$ cat src/rtl/parking_pkg.sv
// parking_pkg: shared FSM state encoding, default constants and width helper for the entry gate
package parking_pkg;
  typedef enum logic [2:0] {IDLE, WAIT_CODE, OPEN, PASSING, LOCKOUT} state_t;
  localparam logic [3:0] DEF_PASSCODE     = 4'hA;
  localparam int         DEF_DEBOUNCE_CYC = 4;
  localparam int         DEF_TIMEOUT_CYC  = 1000;
  localparam int         DEF_MAX_TRIES    = 3;
  localparam int         DEF_LOCK_CYC     = 5000;
  function automatic int cnt_width(input int n);
    return n > 1 ? $clog2(n) : 1;
  endfunction
endpackage

$ cat src/rtl/parking_entry_gate_sensor_debounce.sv
// sensor_debounce: 2-FF synchroniser plus stability counter with one-cycle edge flags on the clean value
module sensor_debounce
  import parking_pkg::*;
#(
  parameter int DEBOUNCE_CYC = DEF_DEBOUNCE_CYC
) (
  input  logic clk,
  input  logic rst,
  input  logic raw,
  output logic clean,
  output logic rise,
  output logic fall
);
  localparam int CW = cnt_width(DEBOUNCE_CYC);
  logic [1:0]    r_sync;
  logic [CW-1:0] r_cnt;
  logic          w_take;
  assign w_take = (r_sync[1] != clean) && (r_cnt == CW'(DEBOUNCE_CYC - 1));
  // synchronise, count consecutive disagreeing cycles, then adopt the new level and flag the edge
  always_ff @(posedge clk or negedge rst)
    if (!rst) begin
      r_sync <= '0;
      r_cnt  <= '0;
      clean  <= 1'b0;
      rise   <= 1'b0;
      fall   <= 1'b0;
    end else begin
      r_sync <= {r_sync[0], raw};
      r_cnt  <= (r_sync[1] == clean || w_take) ? '0 : r_cnt + 1'b1;
      clean  <= w_take ? r_sync[1] : clean;
      rise   <= w_take && r_sync[1];
      fall   <= w_take && !r_sync[1];
    end
endmodule

$ cat src/rtl/parking_entry_gate.sv
// parking_entry_gate: debounced entry barrier sequencer feeding the occupancy counter; TRY_LIMIT_EN adds wrong-code lockout
module parking_entry_gate
  import parking_pkg::*;
#(
  parameter logic [3:0] PASSCODE     = DEF_PASSCODE,
  parameter int         DEBOUNCE_CYC = DEF_DEBOUNCE_CYC,
  parameter int         TIMEOUT_CYC  = DEF_TIMEOUT_CYC
`ifdef TRY_LIMIT_EN
  ,
  parameter int         MAX_TRIES    = DEF_MAX_TRIES,
  parameter int         LOCK_CYC     = DEF_LOCK_CYC
`endif
) (
  input  logic       clk,
  input  logic       rst,
  input  logic       car_arrive,
  input  logic       car_beam,
  input  logic       code_valid,
  input  logic [3:0] code_in,
  input  logic       parking_full,
  output logic       gate_open,
  output logic       entry_pulse,
  output logic       full_reject,
  output logic       code_err,
  output logic       busy
);
  localparam int TW = cnt_width(TIMEOUT_CYC);
  state_t        r_state, w_next;
  logic [TW-1:0] r_timer;
  logic          w_load, w_expired, w_code_ok, w_full_rej, w_code_err, w_entry;
  logic          w_arr_clean, w_arr_rise, w_arr_fall;
  logic          w_beam_clean, w_beam_rise, w_beam_fall;
  logic          w_unused;
  assign w_unused  = &{1'b0, w_arr_clean, w_beam_clean};
  assign w_code_ok = code_valid && code_in == PASSCODE;
  assign w_expired = r_timer == '0;

  sensor_debounce #(.DEBOUNCE_CYC(DEBOUNCE_CYC)) u_arr (
    .clk(clk), .rst(rst), .raw(car_arrive),
    .clean(w_arr_clean), .rise(w_arr_rise), .fall(w_arr_fall)
  );

  sensor_debounce #(.DEBOUNCE_CYC(DEBOUNCE_CYC)) u_beam (
    .clk(clk), .rst(rst), .raw(car_beam),
    .clean(w_beam_clean), .rise(w_beam_rise), .fall(w_beam_fall)
  );

`ifdef TRY_LIMIT_EN
  localparam int NW = cnt_width(MAX_TRIES + 1);
  localparam int LW = cnt_width(LOCK_CYC);
  logic [NW-1:0] r_tries;
  logic [LW-1:0] r_lock;
  logic          w_lock_now;
  assign w_lock_now = r_tries == NW'(MAX_TRIES - 1);
  // wrong-code tally and lockout countdown
  always_ff @(posedge clk or negedge rst)
    if (!rst) begin
      r_tries <= '0;
      r_lock  <= '0;
    end else begin
      r_tries <= ((r_state == WAIT_CODE && w_code_ok) || (r_state == LOCKOUT && w_next == IDLE)) ? '0 :
                 w_code_err ? r_tries + 1'b1 : r_tries;
      r_lock  <= (w_next == LOCKOUT && r_state != LOCKOUT) ? LW'(LOCK_CYC - 1) :
                 (r_lock != '0) ? r_lock - 1'b1 : r_lock;
    end
`endif

  // state register and saturating timeout countdown
  always_ff @(posedge clk or negedge rst)
    if (!rst) begin
      r_state <= IDLE;
      r_timer <= '0;
    end else begin
      r_state <= w_next;
      r_timer <= w_load ? TW'(TIMEOUT_CYC - 1) : w_expired ? r_timer : r_timer - 1'b1;
    end

  // next-state and pulse decisions; code strobes take priority over timeout and arrival loss
  always_comb begin
    w_next     = r_state;
    w_load     = 1'b0;
    w_full_rej = 1'b0;
    w_code_err = 1'b0;
    w_entry    = 1'b0;
    case (r_state)
      IDLE:
        if (w_arr_rise) begin
          w_full_rej = parking_full;
          w_load     = !parking_full;
          if (!parking_full) w_next = WAIT_CODE;
        end
      WAIT_CODE:
        if (w_code_ok) begin
          w_full_rej = parking_full;
          w_load     = !parking_full;
          if (parking_full) w_next = IDLE;
          else w_next = OPEN;
        end else if (code_valid) begin
          w_code_err = 1'b1;
`ifdef TRY_LIMIT_EN
          if (w_lock_now) w_next = LOCKOUT;
`endif
        end else if (w_expired || w_arr_fall) w_next = IDLE;
      OPEN:
        if (w_beam_rise) w_next = PASSING;
        else if (w_expired) w_next = IDLE;
      PASSING:
        if (w_beam_fall) begin
          w_next  = IDLE;
          w_entry = 1'b1;
        end
`ifdef TRY_LIMIT_EN
      LOCKOUT:
        if (r_lock == '0) w_next = IDLE;
`endif
      default: w_next = IDLE;
    endcase
  end

  // registered outputs follow the state being entered
  always_ff @(posedge clk or negedge rst)
    if (!rst) begin
      gate_open   <= 1'b0;
      entry_pulse <= 1'b0;
      full_reject <= 1'b0;
      code_err    <= 1'b0;
      busy        <= 1'b0;
    end else begin
      gate_open   <= w_next == OPEN || w_next == PASSING;
      entry_pulse <= w_entry;
      full_reject <= w_full_rej;
      code_err    <= w_code_err;
      busy        <= w_next != IDLE;
    end
endmodule
$ cat config.mk
export PLATFORM = sky130hd
export DESIGN_NAME = parking_entry_gate
export DESIGN_NICKNAME = d
export VERILOG_FILES = /design/src/rtl/parking_pkg.sv /design/src/rtl/parking_entry_gate_sensor_debounce.sv /design/src/rtl/parking_entry_gate.sv
export SDC_FILE = /design/constraint.sdc
export NUM_CORES = 1
export LEC_CHECK = 0
export ABC_CLOCK_PERIOD_IN_PS = 2500
export BUFFER_PORTS_ARGS = -buffer_cell sky130_fd_sc_hd__buf_2
export CAP_MARGIN = 40
export CORE_ASPECT_RATIO = 0.8
export CORE_UTILIZATION = 34
export DETAILED_ROUTE_END_ITERATION = 8
export GPL_TIMING_DRIVEN = 0
export PLACE_DENSITY = 0.53
export SLEW_MARGIN = 20
export SYNTH_ARGS = -nofsm -noshare
export SYNTH_HDL_FRONTEND = slang
export SYNTH_SLANG_ARGS = --single-unit
$ cat constraint.sdc
create_clock -name clk -period 2.5 [get_ports clk]
set_input_delay 0.75 -clock clk [delete_from_list [all_inputs] [get_ports clk]]
set_output_delay 0.75 -clock clk [all_outputs]
set_load 0.05 [all_outputs]
==> flow_summary.yaml, run 1 <==
sta:
  hold_violations: 0
  period_minus_slack_ps: 1780
  tns_ps: 0
  final-max-slew-violation-count: 0
  rsz0062_at_grt: "no"
  skew_ps: 6.61
  fmax_ghz: 0.561
  max-slew-margin-rel_pct: 53.4
  fin_crit_sh_pct: 71.3
  setup_violations: 0
  worst_pin_slew_ps: 698
logic_synthesis:
  ys.warnings.count: 0
  ys_seq_area_share_pct: 56.5
  synth_cell_types: 36
  synth-edff-count: 0
  synth-seq-cells: 32
  yosysMostFrequentCell: "dfrtp_1"
  syn_area_per_cell_sq_um: 11.0
  synth_area_sq_um: 1420
  syn_inst: 129
  async_flop_share_pct: 100
  synth_top_cell_by_area: "dfrtp_1"
  syn_nets: 142
  synth-main-ff-cell: "dfrtp_1"
  synth_area_leaders: "dfrtp_1 (57%), nand2_1 (4.0%), nor3_1 (3.9%)"
  synth_common_cells: "dfrtp_1 (32), nand2_1 (15), nor3_1 (11), inv_1 (8), nor2_1 (5)"
  synth_top_area_share_pct: 56.5
global_route:
  grt-ovfl-total: 0
  grt.total_usage_pct: 12.6
  antenna_found_initial: 0
  grt_pass1_wl_um: 4050
  grt_start_max_net_pins: 33
  grt_pass1_vias: 948
critical_path:
  cp.required_ps: 2720
  critPathMaxStageDelay_ps: 390
  endpoint: "r_timer[1]$_DFFE_PN0P_"
  cp-end-kind: "flip-flop"
  worstPathArrival_ps: 2000
  startpoint: "r_timer[0]$_DFFE_PN0P_"
  r2r-start: "r_timer[0]$_DFFE_PN0P_"
  crit_chain: "inv_1, ha_1, nor2b_1, and3_1, buf_6, mux2_4, nand2_2"
  crit_path_start_kind: "flip-flop"
  reg2regPathDepth: 7
  r2r_slack_ps: 720
  critPathSlowestCell: "dfrtp_1"
  path_class: "flip-flop to flip-flop"
  crit_family: "simple AND/OR/NAND/NOR gates"
  cp.depth: 7
  reg2reg_to: "r_timer[1]$_DFFE_PN0P_"
  crit_buf_inv: 2
  worst-path-max-fanout: 10
floorplanning:
  io-pin-count: 15
  die_h_um: 59.7
  rows: 20
  dieArea_sq_um: 4430
  fp.dieW_um: 74.2
  start_util_pct: 36.3
  core_area_sq_um: 3900
pwr:
  pwr-share-seq_pct: 46.7
  p_leak_nw: 0.756
  power_frac_clock_pct: 29.7
  peakVddDrop_mv: 0.331
  p_int_w: 0.00112
  switching_share_pct: 29.9
  comb_power_share_pct: 23.6
  p_per_area_nw_per_um2: 964
  switchingPower_w: 0.000479
clock_tree:
  cts_resized: 0
  clk_latency_ps: 280
  cts_tree: "built"
  numCtsBuffers: 5
  ctsHoldBuffers: 0
  clk_pin_slew_worst_paths_ps: 70
  htreeDepth: 2
  root_buffer: "clkbuf_8"
  cts_setup_buffers: 0
  clock_path_buffers: 2
  clock_sinks: 32
placement:
  dp_hpwl_um: 1730
  gp_congestion: 0.755
  port_buffers: 14
  dp.cells: 198
route:
  routed_wl_um: 2410
  drcViolationCount: 0
  ant_nets: 0
  num_vias: 990
  wl_per_cell_um: 11.7
  avgViaCountPerCell: 4.81
  first_pass_iters: 4
  first_iter_violations: 57
final_layout:
  fin_util_pct: 42.6
  syn_to_final_growth_pct: 17.4
  fin_cells: 206
  drive_gt1_share_pct: 20.5
  fin_nets: 163
  diodes: 0
hold_path:
  hp-class: "flip-flop to flip-flop"
job:
  drv_cap: 0
status:
  outcome: "completed"
## cell usage in the layout (no fill, tap or decap), drive strengths merged, types with 2 or more instances in the layout
cell type / Yosys / routed
dfrtp: 32 / 32
nand2: 16 / 16
buf: 1 / 15
nor3: 12 / 12
inv: 8 / 8
clkbuf: 1 / 7
nor2: 6 / 6
o21ai: 4 / 4
a21oi: 4 / 4
nor3b: 4 / 4
xnor2: 3 / 3
nor2b: 3 / 3
and3: 3 / 3
nand3: 3 / 3
o311ai: 3 / 3
mux2i: 3 / 3
ha: 3 / 3
nand2b: 2 / 2
o221ai: 2 / 2
o211ai: 2 / 2
or3: 2 / 2
nor4: 2 / 2
## logic make-up (layout without fill, tap and decap cells)
family	after synthesis	in the layout	share of synthesized area (%)
flip-flops	32	32	56.5
other	1	1	0.265
AO/OA/AOI/OAI	18	18	8.66
multiplexers	4	4	3.18
AND/OR/NAND/NOR	58	58	23.7
buffers and inverters	10	32	3.18
adder cells (fa/ha/maj)	3	3	2.65
XOR/XNOR	3	3	1.86
## area by class of cell
cell class,count,area [sq um]
fillers,388,2240
flip-flops and latches,32,801
multi-input cells,87,571
clock buffers,6,72.6
repair buffers,14,70.1
well taps,55,68.8
clock inverters,2,35.0
inverters,8,30.0
plain buffers,2,15.0
## per-layer routing
metal  GRT usage [%]  routed length [um]  vias to the layer above
met1            15.6                1160                      482
li1                -                   -                      490
met4            6.32                  34                        0
met5               0                   0                        -
met2            18.7                1120                       13
met3            5.40                 100                        5
## worst register-to-register path, delay by kind of cell (launching register included)
| kind | cells | cell delay [ps] |
|---|---|---|
| flops | 1 | 390 |
| mux | 1 | 310 |
| fa+ha+maj | 1 | 160 |
| simple gates | 3 | 620 |
| buf+inv | 2 | 250 |
## flip-flops by register name, summed over array words and instances (netlist names), 2 cells and up
register and count:
r_timer 10, r_state 3, u_arr.r_cnt 2, u_arr.r_sync 2
u_beam.r_cnt 2, u_beam.r_sync 2
## worst min path at each step
stage / start / to / slack (ps) / cells after the start
CTS: u_arr.r_sync[0]$_DFF_PN0_ / u_arr.r_sync[1]$_DFF_PN0_ / 360 / 0
global placement: u_beam.r_sync[0]$_DFF_PN0_ / u_beam.r_sync[1]$_DFF_PN0_ / 340 / 0
global route: u_arr.r_sync[0]$_DFF_PN0_ / u_arr.r_sync[1]$_DFF_PN0_ / 370 / 0
detailed placement: u_arr.r_sync[0]$_DFF_PN0_ / u_arr.r_sync[1]$_DFF_PN0_ / 340 / 0
floorplan: u_arr.r_sync[0]$_DFF_PN0_ / u_arr.r_sync[1]$_DFF_PN0_ / 330 / 0
finish: u_arr.r_sync[0]$_DFF_PN0_ / u_arr.r_sync[1]$_DFF_PN0_ / 360 / 0
## power by group through the flow
stage               Sequential [W]  Clock, W  Combinational, W
finish                    0.000748  0.000477          0.000378
global route              0.000765  0.000519          0.000439
CTS                       0.000748  0.000492          0.000384
detailed placement        0.000757         0          0.000383
global placement          0.000750         0          0.000369
floorplan                 0.000742         0          0.000306
## stage by stage
step | worst slack [ps] | total power [W] | hold slack [ps] | cell area, sq um
2_1_floorplan | 689 | 0.00105 | 331 | 1420
3_3_place_gp | 453 | 0.00112 | 341 | 1560
3_5_place_dp | 436 | 0.00114 | 344 | 1560
4_1_cts | 709 | 0.00162 | 360 | 1660
5_1_grt | 557 | 0.00172 | 371 | 1660
6_report | 717 | 0.00160 | 355 | 1660
Note: power is estimated with default switching activity, not from simulation.
==> inputs of run 2 (changes only) <==
--- a/config.mk
+++ b/config.mk
@@ -5,14 +5,15 @@
 export SDC_FILE = /design/constraint.sdc
 export NUM_CORES = 1
 export LEC_CHECK = 0
-export ABC_CLOCK_PERIOD_IN_PS = 2500
+export ABC_AREA = 1
+export ABC_CLOCK_PERIOD_IN_PS = 1500
 export BUFFER_PORTS_ARGS = -buffer_cell sky130_fd_sc_hd__buf_2
 export CAP_MARGIN = 40
 export CORE_ASPECT_RATIO = 0.8
 export CORE_UTILIZATION = 34
 export DETAILED_ROUTE_END_ITERATION = 8
 export GPL_TIMING_DRIVEN = 0
-export PLACE_DENSITY = 0.53
+export PLACE_DENSITY = 0.55
 export SLEW_MARGIN = 20
 export SYNTH_ARGS = -nofsm -noshare
 export SYNTH_HDL_FRONTEND = slang
==> constraint.sdc (replaced) <==
create_clock -name clk -period 1.5 [get_ports clk]
set_input_delay 0.45 -clock clk [delete_from_list [all_inputs] [get_ports clk]]
set_output_delay 0.45 -clock clk [all_outputs]
set_load 0.05 [all_outputs]
==> run 2 against run 1 <==
  * Non-clock buffer count increased by 5
  * Clock skew decreased by 2.9 ps
  * First-iteration DRC count decreased by 12%
  * Power increased by 82%
  * Wire length increased by 8.4%
  * Fmax increased by 23%
  * Synthesized area increased by 2.9%
==> flow_summary.yaml, run 2 <==
logic_synthesis:
  ys.warnings.count: 0
  synth-edff-count: 0
  synth-main-ff-cell: "dfrtp_1"
  synth_area_sq_um: 1460
  syn_area_per_cell_sq_um: 9.05
  syn_nets: 174
  async_flop_share_pct: 100
  syn_inst: 161
  synth_area_leaders: "dfrtp_1 (55%), inv_1 (7.7%), nand2_1 (7.7%)"
  synth_top_area_share_pct: 54.9
  synth_top_cell_by_area: "dfrtp_1"
  synth_common_cells: "dfrtp_1 (32), inv_1 (30), nand2_1 (30), nor2_1 (17), nand3_1 (12)"
  synth-seq-cells: 32
  yosysMostFrequentCell: "dfrtp_1"
  ys_seq_area_share_pct: 54.9
  synth_cell_types: 22
critical_path:
  cp.required_ps: 1660
  cp.depth: 9
  critPathSlowestCell: "dfrtp_1"
  cp-end-kind: "flip-flop"
  path_class: "flip-flop to flip-flop"
  crit_chain: "inv_2, ha_4, nand2_4, nor2_4, nand3_4, nand2_2, nand2_2, nor2_4, nand3_2"
  endpoint: "busy$_DFF_PN0_"
  crit_family: "simple AND/OR/NAND/NOR gates"
  r2r_slack_ps: 60
  reg2reg_to: "busy$_DFF_PN0_"
  crit_path_start_kind: "flip-flop"
  reg2regPathDepth: 9
  r2r-start: "r_timer[0]$_DFFE_PN0P_"
  critPathMaxStageDelay_ps: 390
  startpoint: "r_timer[0]$_DFFE_PN0P_"
  worst-path-max-fanout: 7
  worstPathArrival_ps: 1600
  crit_buf_inv: 1
status:
  outcome: "completed"
final_layout:
  reg.largest.list: "r_timer x10, r_state x3"
  diodes: 0
  largest_register: "r_timer"
  fin_nets: 202
  layout_commonest_cell: "dfrtp_1"
  largest_register_ffs: 10
  syn_to_final_growth_pct: 22.3
  nFillCells: 404
  fin_util_pct: 45.1
  layout_common_cells: "dfrtp_1 (32), nand2_1 (30), inv_1 (27)"
  drive_gt1_share_pct: 24.2
global_route:
  grt.total_usage_pct: 13.7
  grt_start_max_net_pins: 33
  use_met1_pct: 17.2
  antenna_found_initial: 0
  met2_usage_pct: 21.5
  grt_pass1_wl_um: 4440
  busiest_layer: "met2"
  met3_usage_pct: 4.49
  grt-ovfl-total: 0
  grt_pass1_vias: 1030
pwr:
  comb_power_share_pct: 30.6
  p_leak_nw: 0.964
  pwr-share-seq_pct: 41.7
  p_per_area_nw_per_um2: 1630
  peakVddDrop_mv: 0.764
  switchingPower_w: 0.000952
  power_frac_clock_pct: 27.6
  p_int_w: 0.00196
  switching_share_pct: 32.7
  total_power_w: 0.00291
clock_tree:
  clock_path_buffers: 2
  numCtsBuffers: 5
  htreeDepth: 2
  clock_sinks: 32
  clk_latency_ps: 270
  cts_tree: "built"
  clk_pin_slew_worst_paths_ps: 70
  ctsHoldBuffers: 0
  root_buffer: "clkbuf_8"
route:
  num_vias: 1056
  avgViaCountPerCell: 4.31
  first_iter_violations: 50
  wl_per_cell_um: 10.7
  routed_wl_um: 2610
  ant_nets: 0
  drcViolationCount: 0
  first_pass_iters: 4
floorplanning:
  start_util_pct: 36.9
  die_h_um: 60.6
  rows: 20
  dieArea_sq_um: 4550
  fp.dieW_um: 75.2
  io-pin-count: 15
  core_area_sq_um: 3950
sta:
  setup_violations: 0
  final-max-slew-violation-count: 0
  fmax_ghz: 0.693
  skew_ps: 3.70
  tns_ps: 0
  max-slew-margin-rel_pct: 54.4
  worst_pin_slew_ps: 684
  period_minus_slack_ps: 1440
  whs_ps: 211
  fin_crit_sh_pct: 96.2
  hold_violations: 0
  rsz0062_at_grt: "yes"
placement:
  gp_congestion: 0.772
  port_buffers: 14
  dp_hpwl_um: 1780
job:
  drv_cap: 0
hold_path:
  hp-class: "input pin to async pin"
-- run 2: worst register-to-register path, cell delays in order, from the launching register on --
cell and delay [ps]:
dfrtp_1 390, inv_2 110, ha_4 170, nand2_4 50
nor2_4 140, nand3_4 130, nand2_2 90, nand2_2 60
nor2_4 120, nand3_2 70
-- run 2: layer usage --
layer	vias up	share of wire (%)
met2	15	46
met1	491	49
met5	-	0
li1	548	-
met4	0	0.88
met3	2	3.6
-- run 2: kinds of logic (layout without fill, tap and decap cells) --
group,count (synthesis),count (layout),share of synthesized area [%]
and+or+nand+nor,77,77,26.7
buffers and inverters,33,62,8.50
DFF,32,32,54.9
AOI/OAI and AO/OA,9,9,3.43
xor gates and xnor gates,6,6,3.61
adders and majority gates,3,3,2.58
other,1,1,0.257
-- run 2: per-stage QoR --
step           setup WS, ps  area (sq um)  cells
6_report               56.4          1780    245
5_1_grt               -63.9          1780    245
4_1_cts                12.5          1720    239
3_5_place_dp           -117          1600    230
3_3_place_gp          -87.8          1600    230
2_1_floorplan          75.5          1460    161
-- run 2: how the worst min path moves through the flow --
stage | to | from
finish | code_err$_DFF_PN0_ | rst
global route | r_timer[8]$_DFFE_PN0P_ | rst
CTS | r_timer[8]$_DFFE_PN0P_ | rst
detailed placement | u_arr.r_sync[1]$_DFF_PN0_ | u_arr.r_sync[0]$_DFF_PN0_
global placement | u_beam.r_sync[1]$_DFF_PN0_ | u_beam.r_sync[0]$_DFF_PN0_
floorplan | busy$_DFF_PN0_ | rst
-- run 2: area by class of cell --
class / instances / area, sq um / share of cell area (%)
clock buffers: 6 / 72.6 / 4.07
clock inverters: 2 / 35.0 / 1.96
inverters: 33 / 124 / 6.95
multi-input cells: 96 / 556 / 31.2
flip-flops and latches: 32 / 801 / 44.9
well taps: 55 / 68.8 / 3.86
repair buffers: 21 / 126 / 7.09
-- run 2: timing repair --
item,CTS,global route
pin swaps,1,5
cloned,0,0
setup buffers,1,6
setup endpoints to repair,10,8
gates resized for setup,4,4
-- run 2: power groups by stage --
stage	registers [W]	logic (W)	clock network, W
floorplan	0.00120	0.000558	0
global placement	0.00122	0.000661	0
detailed placement	0.00123	0.000696	0
CTS	0.00121	0.000737	0.000831
global route	0.00124	0.00103	0.000860
finish	0.00122	0.000893	0.000805
